**src/rtl/dado_lanzador.sv**
```systemverilog
// Die roller: synchronizes and debounces a push-button, spins a 1..6 counter,
// and on release hands the captured face to the face register with a one-cycle write strobe.
module dado_lanzador #(
    parameter int DEBOUNCE_CYCLES = 4,
    parameter int CNT_W           = 20
) (
    input  logic       clk_i,
    input  logic       rst_i,
    input  logic       boton_i,
    output logic [2:0] face_o,
    output logic       valid_o,
    output logic       rolling_o
);

    typedef enum logic [1:0] {
        ST_IDLE    = 2'd0,
        ST_ROLLING = 2'd1,
        ST_EMIT    = 2'd2
    } state_t;

    localparam logic [CNT_W-1:0] CNT_MAX = CNT_W'(DEBOUNCE_CYCLES - 1);

    logic             s1_q;
    logic             s2_q;
    logic             deb_q;
    logic             deb_d;
    logic [CNT_W-1:0] cnt_q;
    logic [CNT_W-1:0] cnt_d;
    logic [2:0]       roll_q;
    logic [2:0]       roll_d;
    state_t           state_q;
    logic [2:0]       face_q;
    logic             valid_q;
    logic             rolling_q;

    // Debounce next state: the level only flips after DEBOUNCE_CYCLES straight disagreements.
    always_comb begin
        deb_d = deb_q;
        cnt_d = cnt_q;
        if (s2_q == deb_q) begin
            cnt_d = '0;
        end else if (cnt_q == CNT_MAX) begin
            deb_d = s2_q;
            cnt_d = '0;
        end else begin
            cnt_d = cnt_q + CNT_W'(1);
        end
    end

    // Roll counter next value: wraps 6 -> 1, never visits 0 or 7.
    always_comb begin
        if (roll_q == 3'd6) begin
            roll_d = 3'd1;
        end else begin
            roll_d = roll_q + 3'd1;
        end
    end

    // Synchronizer, debouncer and free-running roll counter state.
    always_ff @(posedge clk_i) begin
        if (rst_i) begin
            s1_q   <= 1'b0;
            s2_q   <= 1'b0;
            deb_q  <= 1'b0;
            cnt_q  <= '0;
            roll_q <= 3'd1;
        end else begin
            s1_q   <= boton_i;
            s2_q   <= s1_q;
            deb_q  <= deb_d;
            cnt_q  <= cnt_d;
            roll_q <= roll_d;
        end
    end

    // Roll FSM with registered outputs; face is captured on the ROLLING -> EMIT edge.
    always_ff @(posedge clk_i) begin
        if (rst_i) begin
            state_q   <= ST_IDLE;
            face_q    <= 3'd1;
            valid_q   <= 1'b0;
            rolling_q <= 1'b0;
        end else begin
            case (state_q)
                ST_IDLE: begin
                    valid_q <= 1'b0;
                    if (deb_q) begin
                        state_q   <= ST_ROLLING;
                        rolling_q <= 1'b1;
                    end else begin
                        rolling_q <= 1'b0;
                    end
                end
                ST_ROLLING: begin
                    if (!deb_q) begin
                        state_q   <= ST_EMIT;
                        face_q    <= roll_q;
                        valid_q   <= 1'b1;
                        rolling_q <= 1'b0;
                    end else begin
                        valid_q   <= 1'b0;
                        rolling_q <= 1'b1;
                    end
                end
                ST_EMIT: begin
                    state_q   <= ST_IDLE;
                    valid_q   <= 1'b0;
                    rolling_q <= 1'b0;
                end
                default: begin
                    state_q   <= ST_IDLE;
                    valid_q   <= 1'b0;
                    rolling_q <= 1'b0;
                end
            endcase
        end
    end

    assign face_o    = face_q;
    assign valid_o   = valid_q;
    assign rolling_o = rolling_q;

endmodule

```
**config.mk**
```make
export PLATFORM = sky130hd
export DESIGN_NAME = dado_lanzador
export DESIGN_NICKNAME = d
export VERILOG_FILES = /design/src/rtl/dado_lanzador.sv
export SDC_FILE = /design/constraint.sdc
export NUM_CORES = 1
export LEC_CHECK = 0
export ABC_CLOCK_PERIOD_IN_PS = 2400
export CAP_MARGIN = 25
export CORE_MARGIN = 5
export CORE_UTILIZATION = 60
export DETAILED_ROUTE_END_ITERATION = 16
export PLACE_DENSITY_LB_ADDON = 0.08
export SLEW_MARGIN = 20
export SYNTH_ARGS = -nofsm -noshare
export SYNTH_HDL_FRONTEND = slang
export SYNTH_SLANG_ARGS = --single-unit
```
**constraint.sdc**
```tcl
create_clock -name clk_i -period 2.4 [get_ports clk_i]
set_input_delay 0.36 -clock clk_i [delete_from_list [all_inputs] [get_ports clk_i]]
set_output_delay 0.36 -clock clk_i [all_outputs]
set_load 0.03 [all_outputs]
```
# --- Word-level counts from Yosys, hierarchy flattened ---
# Cells that the tools add are included.
totals:
  reg_bits: 33
  output_inout_bits: 5
op_classes:
  addsub: 2
  eq_ne: 6
  n_mux: 5
  bitwise_logic: 4
  n_reduce_logical: 9
ops:
  columns: ["op", "count"]
  rows:
  - ["$add 20x1->20 const B", 1]
  - ["$eq 20x2->1 const B", 1]
  - ["$reduce_or 2->1", 4]
  - ["$reduce_and 2->1", 3]
  - ["$mux 2", 2]
  - ["$ne 2x2->1 const B", 2]
  - ["$not 1->1", 4]
  - ["$pmux 2 s2", 1]
  - ["$add 3x1->3 const B", 1]
  - ["$eq 3x3->1 const B", 1]
  - ["$reduce_or 3->1", 1]
  - ["$eq 2x1->1 const B", 1]
  - ["$logic_not 2->1", 1]
  - ["$mux 1", 2]
  - ["$eq 1x1->1", 1]

# --- Logic depth before layout (Yosys ltp) ---
# Gate-level depths: netlist (run 1).
logic_depth:
  ltp_word: 4
  mapped_depth: 6
  ltp_nobuf: 5

# --- Least setup slack after synthesis (run 1) ---
# No wires, ideal clock.
synth_timing:
  path_kind: "reg2reg"
  from: "register cnt_q[0]"
  to: "register cnt_q[11]"
  arrival_ps: 1492
  slack_ps: 794
  stages_incl_launch_ff: 7
  n_path_buf: 1
  period_less_slack_ps: 1606
  path_cell_list: "dfxtp_1 ha_1 nor4b_1 nand3_1 o21ai_2 buf_4 nor2_1"
synth_between:
  elab_chain_len: 2
  elab_cells_between_ends: 3
synth_rtl:
  columns: ["element", "line", "source"]
  rows:
  - ["start, declared", "27", "logic [CNT_W-1:0] cnt_q;"]
  - ["start signal, assigned", "71", "cnt_q <= cnt_d;"]
  - ["branches (longest 2 deep; another with $add 20x1->20)", null, null]
# Several ways; the timed one is not identified.
# A chain may end at the register's enable or synchronous reset.

# --- Worst setup path in the final report (run 1) ---
layout_timing:
  from: "register cnt_q[0]"
  to: "register cnt_q[18]"
# The elaborated chain is that of the path after synthesis.

==> impl_metrics.csv, run 1 <==
group,metric,value,unit
setup_path,cp-end-kind,"register",
grt,grt_first_pass_wirelength,4402,um
clock_network,postCtsSetupRepairBufs,0,
status,status,"finished, final reports clean",
timing,hold_violations,0,
synthesis,ys_ff_latch,33,
cells_and_area,final_area,1610,um2
setup_path,cp-start-kind,"register",
drt,routed_via_density,5.637,
timing,layout_worst_path_cycle_share,71.24,%
die,fp.dieH,58.97,um
pwr,irDropWorstVdd,0.0005700,V
timing,rsz0062_at_grt,"false",
timing,setup_slack,0.6902,ns
setup_path,worst-r2r-setup-slack,0.69,ns
setup_path,path_cells,"ha_1 -> and3_1 -> nand3_2 -> or4_1 -> a21oi_1",
timing,finalSetupTns,0,ns
clock_network,cts-root-buf,"clkbuf_4",
drt,vias,1071,
synthesis,synth_cells,151,
place,place_hpwl,1775,um
setup_path,timing.rr.start,"cnt_q[0]$_SDFF_PP0_",
setup_path,cp_num_buf_inv,0,
die,die_x,58.97,um
clock_network,clkSinkCount,33,
clock_network,cts_tree,"done",
grt,grt_pass1_vias,1043,
cells_and_area,layout_common_cells,"33 x dfxtp_1, 26 x nor2_1, 11 x xnor2_1",
setup_path,cpLargestDelayFamily,"simple AND/OR/NAND/NOR gates",
timing,drv_slew,0,
synthesis,synth_area_per_cell,9.529,um2
timing,fin_skew,0.005595,ns
timing,slew_headroom,49.23,%
hold_path,min_from,"s1_q$_SDFF_PP0_",
cells_and_area,final_common_cell,"dfxtp_1",
hold_path,hold_depth,1,
clock_network,htreeDepth,2,
setup_path,r2r_end,"cnt_q[18]$_SDFF_PP0_",
setup_path,max_stage_delay,0.42,ns
timing,tightest_slew,0.7600,ns
timing,min_period,1.710,ns
setup_path,arrival,1.98,ns
clock_network,cts_made_buffers,5,
place,place.gp.congestion,0.7535,
clock_network,clkSlewWorstSetupHoldPaths,0.10,ns
die,io_pins,8,
die,rows,17,
setup_path,crit_slowest_cell,"dfxtp_1",
drt,post-route-drc-count,0,
pwr,power,1.019,mW
drt,antenna_left,0,
drt,dr.pass1.iters,4,
clock_network,clock_latency,0.33,ns
hold_path,hold_path_end,"s2_q$_SDFF_PP0_",
synthesis,synth_cell_type_count,35,
place,port_buffers,7,
cells_and_area,drive_above_1_share,9.877,%
drt,wl_per_cell,12.85,um
setup_path,crit_fanout,5,
timing,fmax,584.9,MHz
setup_path,required,2.67,ns
grt,grt_usage,16.87,%
hold_path,hp-class,"register to register",
place,preCtsSetupSlack,0.7060,ns
synthesis,yosys_warnings,0,
drt,finalWirelength,2441,um
cells_and_area,nNetsFinal,167,
grt,overflow,0,
cells_and_area,antenna_cells,0,
setup_path,criticalPathCategory,"register to register",
die,initial_core_util,63.82,%
die,fp.dieArea,3477,um2
clock_network,cts_resized,0,
grt,grt_antenna_before_repair,0,
synthesis,ys_seq_area_share,45.91,%
timing,setup_viol,0,
place,place_area,1525,um2
setup_path,r2r_cells,5,
synthesis,syn_nets,157,
cells_and_area,area_growth,11.91,%
pwr,power_density,632.7,nW/um2
pwr,leakage,0.5757,nW
run,drv_cap,0,
drt,drtIter0Drc,17,
clock_network,cts_hold_buf,0,
grt,grt_max_degree,19,
clock_network,ctsLongestPathBuffers,2,
synthesis,synth_area,1439,um2
die,core_area,2255,um2
cells_and_area,fillers,182,
-- worst register-to-register path: cells and delay by family (launching register included) --
family | cells | cell delay, ns
compound gates | 1 | 0.14
fa+ha+maj | 1 | 0.24
flops | 1 | 0.42
simple gates | 3 | 0.85
-- per-layer routing --
layer | global-route usage, % | vias up | wire length (um)
met5 | 0 | - | 0
met4 | 10.03 | 0 | 57
met3 | 4.575 | 5 | 79
met2 | 26.03 | 17 | 1093
met1 | 20.95 | 498 | 1211
li1 | - | 551 | -
-- flip-flops by register name (all words and copies together) (netlist names) --
signal and flops:
cnt_q 20, face_o 3, s2_q 1, rolling_o 1, roll_q 3, deb_q 1, valid_o 1, state_q 2
s1_q 1
-- logic make-up after synthesis --
| logic type | after synthesis | share of synthesized area (%) |
|---|---|---|
| compound gates | 11 | 4.870 |
| xor+xnor | 15 | 9.130 |
| fa+ha+maj | 3 | 2.609 |
| buf+inv | 9 | 3.130 |
| flops | 33 | 45.91 |
| mux | 4 | 2.783 |
| simple gates | 76 | 31.57 |
-- power by group --
part | internal (mW) | total, mW | leakage (nW) | switching (mW)
registers | 0.555 | 0.562 | 0.267 | 0.00684
logic | 0.0139 | 0.0281 | 0.263 | 0.0142
clock network | 0.249 | 0.429 | 0.0455 | 0.180
-- worst max path at each step --
stage	slack (ns)	depth (start not counted)	start	end
after detailed placement	0.71	5	cnt_q[0]$_SDFF_PP0_	deb_q$_SDFFE_PP0P_
after CTS	0.68	1	face_o[1]$_SDFFE_PP0P_	face_o[1]
after global placement	0.75	5	cnt_q[0]$_SDFF_PP0_	deb_q$_SDFFE_PP0P_
after global routing	0.52	5	cnt_q[0]$_SDFF_PP0_	deb_q$_SDFFE_PP0P_
after floorplan	0.79	6	cnt_q[0]$_SDFF_PP0_	cnt_q[11]$_SDFF_PP0_
final	0.69	5	cnt_q[0]$_SDFF_PP0_	cnt_q[18]$_SDFF_PP0_
-- cells in the mapped netlist, drive strengths merged --
cell type / instances / share of area, %
nand2b: 1 / 0.44
nor3: 4 / 1.4
nor4: 8 / 5.0
o211a: 1 / 0.70
nand2: 6 / 1.6
a21oi: 5 / 1.7
or3: 1 / 0.44
buf: 4 / 1.7
nor3b: 1 / 0.52
inv: 3 / 0.78
xnor2: 11 / 6.7
nor2b: 6 / 2.6
nor4b: 1 / 0.61
dfxtp: 33 / 46
o21ai: 3 / 1.3
a211o: 1 / 0.61
nand3: 9 / 3.8
nor2: 26 / 6.8
and4: 2 / 1.2
and3: 2 / 0.87
or4: 1 / 0.52
o31ai: 1 / 0.52
nand4: 7 / 5.1
or4b: 1 / 0.70
clkbuf: 2 / 0.70
ha: 3 / 2.6
xor2: 4 / 2.4
mux2i: 4 / 2.8
-- metrics by stage --
stage	util, %	hold WS (ns)	cells
after floorplan	-	0.3885	151
after global placement	67.65	0.4003	182
after detailed placement	67.65	0.4108	182
after CTS	71.42	0.4523	190
after global routing	71.42	0.4558	190
final	71.42	0.4467	190
-- area by class of cell --
type / instances / area, um2 / area share (%)
clock buffer: 7 / 55.05 / 3.419
clock inverter: 1 / 30.03 / 1.865
inverter: 3 / 11.26 / 0.6993
multi-input combinational: 109 / 733.2 / 45.53
sequential: 33 / 660.6 / 41.03
tap: 28 / 35.03 / 2.176
timing repair buffer: 9 / 85.08 / 5.284
Power figures use the tool's default switching activity.
==> inputs of run 2 (changes only) <==
--- a/config.mk
+++ b/config.mk
@@ -5,10 +5,10 @@
 export SDC_FILE = /design/constraint.sdc
 export NUM_CORES = 1
 export LEC_CHECK = 0
-export ABC_CLOCK_PERIOD_IN_PS = 2400
+export ABC_CLOCK_PERIOD_IN_PS = 1750
 export CAP_MARGIN = 25
 export CORE_MARGIN = 5
-export CORE_UTILIZATION = 60
+export CORE_UTILIZATION = 57
 export DETAILED_ROUTE_END_ITERATION = 16
 export PLACE_DENSITY_LB_ADDON = 0.08
 export SLEW_MARGIN = 20
==> constraint.sdc (replaced) <==
create_clock -name clk_i -period 1.75 [get_ports clk_i]
set_input_delay 0.2625 -clock clk_i [delete_from_list [all_inputs] [get_ports clk_i]]
set_output_delay 0.2625 -clock clk_i [all_outputs]
set_load 0.03 [all_outputs]
==> impl_metrics.csv, run 2 (same netlist as run 1, synthesis figures left out) <==
group,metric,value,unit
cells_and_area,final_area,1632,um2
setup_path,criticalPathCategory,"register to register",
place,port_buffers,7,
clock_network,cts_hold_buf,0,
clock_network,postCtsSetupRepairBufs,0,
pwr,irDropWorstVdd,0.0007166,V
setup_path,crit_fanout,4,
grt,grt_pass1_vias,1002,
place,place_hpwl,1841,um
cells_and_area,drive_above_1_share,13.25,%
drt,vias,1085,
clock_network,ctsLongestPathBuffers,2,
timing,slew_headroom,74.06,%
grt,grt_max_degree,19,
setup_path,required,2.01,ns
run,drv_cap,0,
timing,drv_slew,0,
die,io_pins,8,
cells_and_area,largest_register,"cnt_q",
cells_and_area,multi_input_area,739.5,um2
timing,whs,0.4471,ns
clock_network,clkSlewWorstSetupHoldPaths,0.10,ns
grt,grt_usage,17.00,%
die,core_area,2455,um2
cells_and_area,ff_latch_area,660.6,um2
drt,antenna_left,0,
grt,grt_antenna_before_repair,0,
timing,setup_slack,0.1295,ns
status,status,"finished, final reports clean",
clock_network,cts-root-buf,"clkbuf_4",
cells_and_area,fillers,201,
place,place_area,1570,um2
timing,layout_worst_path_cycle_share,92.60,%
die,rows,18,
timing,tightest_slew,0.3855,ns
die,fp.dieArea,3629,um2
timing,fmax,617.1,MHz
cells_and_area,largest_reg_flops,20,
clock_network,cts_made_buffers,5,
clock_network,htreeDepth,2,
timing,finalSetupTns,0,ns
timing,setup_viol,0,
hold_path,hp-class,"register to register",
clock_network,cts_tree,"done",
timing,min_period,1.621,ns
cells_and_area,antenna_cells,0,
cells_and_area,layout_common_cells,"33 x dfxtp_1, 26 x nor2_1, 11 x xnor2_1",
pwr,power_density,748.5,nW/um2
drt,finalWirelength,2536,um
die,die_x,60.24,um
drt,routed_via_density,5.536,
clock_network,clock_latency,0.33,ns
setup_path,cp-start-kind,"register",
drt,dr.pass1.iters,7,
grt,grt_first_pass_wirelength,4491,um
timing,fin_skew,0.003984,ns
clock_network,cts_resized,0,
drt,post-route-drc-count,0,
cells_and_area,final_common_cell,"dfxtp_1",
drt,wl_per_cell,12.94,um
place,preCtsSetupSlack,0.1703,ns
cells_and_area,fin_util,66.46,%
drt,drtIter0Drc,89,
setup_path,arrival,1.88,ns
place,place.gp.congestion,0.7821,
setup_path,cp-end-kind,"register",
timing,hold_violations,0,
die,initial_core_util,58.61,%
clock_network,clkSinkCount,33,
cells_and_area,area_growth,13.39,%
die,fp.dieH,60.24,um
cells_and_area,nNetsFinal,171,
pwr,leakage,0.5915,nW
grt,overflow,0,
[run 2: cell count changes in the layout (fill, tap and decap cells not counted)]
cell / change
clkbuf_8: -1
nor4b_2: +1
clkinv_2: +2
nor4b_1: -1
clkbuf_1: -1
clkinvlp_4: +1
buf_12: +1
bufinv_16: -1
buf_4: +3
[run 2: report_power, final]
part	internal (mW)	total [mW]	switching [mW]
Combinational	0.0206	0.0402	0.0195
Clock	0.151	0.412	0.260
Sequential	0.761	0.769	0.00797
[run 2: routing by layer]
metal,vias up,wire length (um),global-route usage (%)
li1,556,-,-
met1,504,1222,22.02
met2,20,1177,24.85
met3,5,91,5.184
met4,0,44,9.494
met5,-,0,0
[run 2: final cells by class]
class	instances	area share, %
multi-input cells	109	45.32
inverters	3	0.6902
clock buffers	5	2.301
well taps	30	2.301
repair buffers	13	7.822
flip-flops and latches	33	40.49
clock inverters	3	1.074
[run 2: worst paths after layout]
check	start	cells after the start	slack, ns	to
worst max-delay path	cnt_q[1]$_SDFF_PP0_	5	0.13	deb_q$_SDFFE_PP0P_
worst min-delay path	s1_q$_SDFF_PP0_	1	0.45	s2_q$_SDFF_PP0_
worst max register to register	cnt_q[1]$_SDFF_PP0_	5	0.13	deb_q$_SDFFE_PP0P_
worst min register to register	s1_q$_SDFF_PP0_	1	0.45	s2_q$_SDFF_PP0_
[run 2: stage by stage]
| step | instances | total power, mW |
|---|---|---|
| 3_3_place_gp | 188 | 0.8254 |
| 4_1_cts | 196 | 1.236 |
| 5_1_grt | 196 | 1.283 |
| 3_5_place_dp | 188 | 0.8273 |
| 2_1_floorplan | 151 | 0.8108 |
| 6_report | 196 | 1.221 |
[run 2: worst max-delay path, cell delays in order, from the launching register on]
cell and delay [ns]:
dfxtp_1 0.35, ha_1 0.24, nor4b_2 0.26, nand3_1 0.17
or4b_1 0.48, o21ai_0 0.08
==> inputs of run 3 (changes only) <==
--- a/config.mk
+++ b/config.mk
@@ -6,8 +6,7 @@
 export NUM_CORES = 1
 export LEC_CHECK = 0
 export ABC_CLOCK_PERIOD_IN_PS = 1750
-export CAP_MARGIN = 25
-export CORE_MARGIN = 5
+export CAP_MARGIN = 20
 export CORE_UTILIZATION = 57
 export DETAILED_ROUTE_END_ITERATION = 16
 export PLACE_DENSITY_LB_ADDON = 0.08
==> impl_metrics.csv, run 3 (same netlist as run 1, synthesis figures left out) <==
group,metric,value,unit
status,status,"finished, final reports clean",
cells_and_area,antenna_cells,0,
drt,finalWirelength,2484,um
clock_network,cts_made_buffers,5,
drt,vias,1075,
drt,post-route-drc-count,0,
setup_path,cpLargestDelayFamily,"simple AND/OR/NAND/NOR gates",
setup_path,criticalPathCategory,"register to register",
grt,grt_first_pass_wirelength,4126,um
clock_network,ctsLongestPathBuffers,2,
die,die_x,52.24,um
die,io_pins,8,
grt,overflow,0,
pwr,irDropWorstVdd,0.0006149,V
timing,min_period,1.633,ns
place,place.gp.congestion,0.7872,
timing,setup_viol,0,
grt,grt_antenna_before_repair,0,
pwr,power_density,754.8,nW/um2
clock_network,cts-root-buf,"clkbuf_4",
drt,wl_per_cell,12.87,um
setup_path,cp-start-kind,"register",
cells_and_area,final_common_cell,"dfxtp_1",
place,place_hpwl,1826,um
setup_path,path_cells,"ha_1 -> nor4b_1 -> nand3_1 -> or4b_1 -> o21ai_0",
clock_network,clkSlewWorstSetupHoldPaths,0.10,ns
pwr,leakage,0.5848,nW
setup_path,cp-end-kind,"register",
grt,grt_pass1_vias,938,
clock_network,htreeDepth,2,
die,fp.dieArea,2729,um2
drt,dr.pass1.iters,4,
timing,finalSetupTns,0,ns
timing,layout_worst_path_cycle_share,93.30,%
die,initial_core_util,62.64,%
timing,fmax,612.5,MHz
setup_path,arrival,1.91,ns
hold_path,hp-class,"register to register",
cells_and_area,largest_register,"cnt_q",
drt,routed_via_density,5.570,
die,core_area,2297,um2
clock_network,cts_hold_buf,0,
cells_and_area,largest_reg_flops,20,
clock_network,clkSinkCount,33,
setup_path,crit_slowest_cell,"or4b_1",
timing,tightest_slew,0.3488,ns
timing,drv_slew,0,
cells_and_area,fin_util,70.15,%
timing,slew_headroom,76.57,%
timing,rsz0062_at_grt,"false",
timing,hold_violations,0,
place,port_buffers,7,
cells_and_area,area_growth,12.00,%
grt,grt_max_degree,19,
clock_network,cts_resized,0,
setup_path,required,2.03,ns
drt,antenna_left,0,
timing,fin_skew,0.007764,ns
die,fp.dieH,52.24,um
clock_network,postCtsSetupRepairBufs,0,
cells_and_area,drive_above_1_share,11.52,%
cells_and_area,nNetsFinal,170,
clock_network,cts_tree,"done",
grt,grt_usage,21.60,%
setup_path,crit_fanout,4,
clock_network,clock_latency,0.34,ns
run,drv_cap,0,
cells_and_area,layout_common_cells,"33 x dfxtp_1, 26 x nor2_1, 11 x xnor2_1",
setup_path,cp_num_buf_inv,0,
die,rows,17,
setup_path,max_stage_delay,0.48,ns
cells_and_area,fillers,196,
drt,drtIter0Drc,7,
## run 3: final cells by class
| class | count | area [um2] | area share (%) |
|---|---|---|---|
| Clock buffer | 6 | 41.29 | 2.562 |
| Clock inverter | 2 | 10.01 | 0.6211 |
| Inverter | 3 | 11.26 | 0.6988 |
| Multi-Input combinational cell | 109 | 733.2 | 45.50 |
| Sequential cell | 33 | 660.6 | 40.99 |
| Tap cell | 28 | 35.03 | 2.174 |
| Timing Repair Buffer | 12 | 120.1 | 7.453 |
## run 3: worst paths after layout
kind                                      startpoint                   end  slack, ns  depth (start not counted)
worst min-delay path            roll_q[0]$_SDFF_PP1_  roll_q[0]$_SDFF_PP1_       0.43                          1
worst max register to register   cnt_q[1]$_SDFF_PP0_    deb_q$_SDFFE_PP0P_       0.12                          5
worst min register to register  roll_q[0]$_SDFF_PP1_  roll_q[0]$_SDFF_PP1_       0.43                          1
worst max-delay path             cnt_q[1]$_SDFF_PP0_    deb_q$_SDFFE_PP0P_       0.12                          5
## run 3: layer usage
layer  GRT usage (%)  up-vias  wire, um
li1                -      557         -
met1           26.26      500      1220
met2           32.26       12      1127
met3           6.087        6        81
met4           15.79        0        55
met5               0        -         0
## run 3: where the power goes
group	switching (mW)	leakage [nW]	total, mW	internal, mW
combinational	0.0197	0.286	0.0406	0.0209
sequential	0.00888	0.267	0.770	0.761
clock	0.253	0.0320	0.406	0.153
total	0.282	0.585	1.22	0.935
## run 3: worst reg2reg max path, cell delays in order (launching register included)
cell,delay [ns]
dfxtp_1,0.35
ha_1,0.23
nor4b_1,0.27
nand3_1,0.18
or4b_1,0.48
o21ai_0,0.07
## run 3: stage by stage
step,worst slack (ns),hold WS (ns),power [mW],instances,instance area (um2)
after floorplan,0.1437,0.3661,0.8108,151,1439
after global placement,0.1977,0.4016,0.8246,185,1560
after detailed placement,0.1067,0.4100,0.8291,185,1560
after CTS,0.09671,0.4327,1.229,193,1612
after global routing,0.01313,0.4507,1.266,193,1612
final,0.1172,0.4305,1.216,193,1612
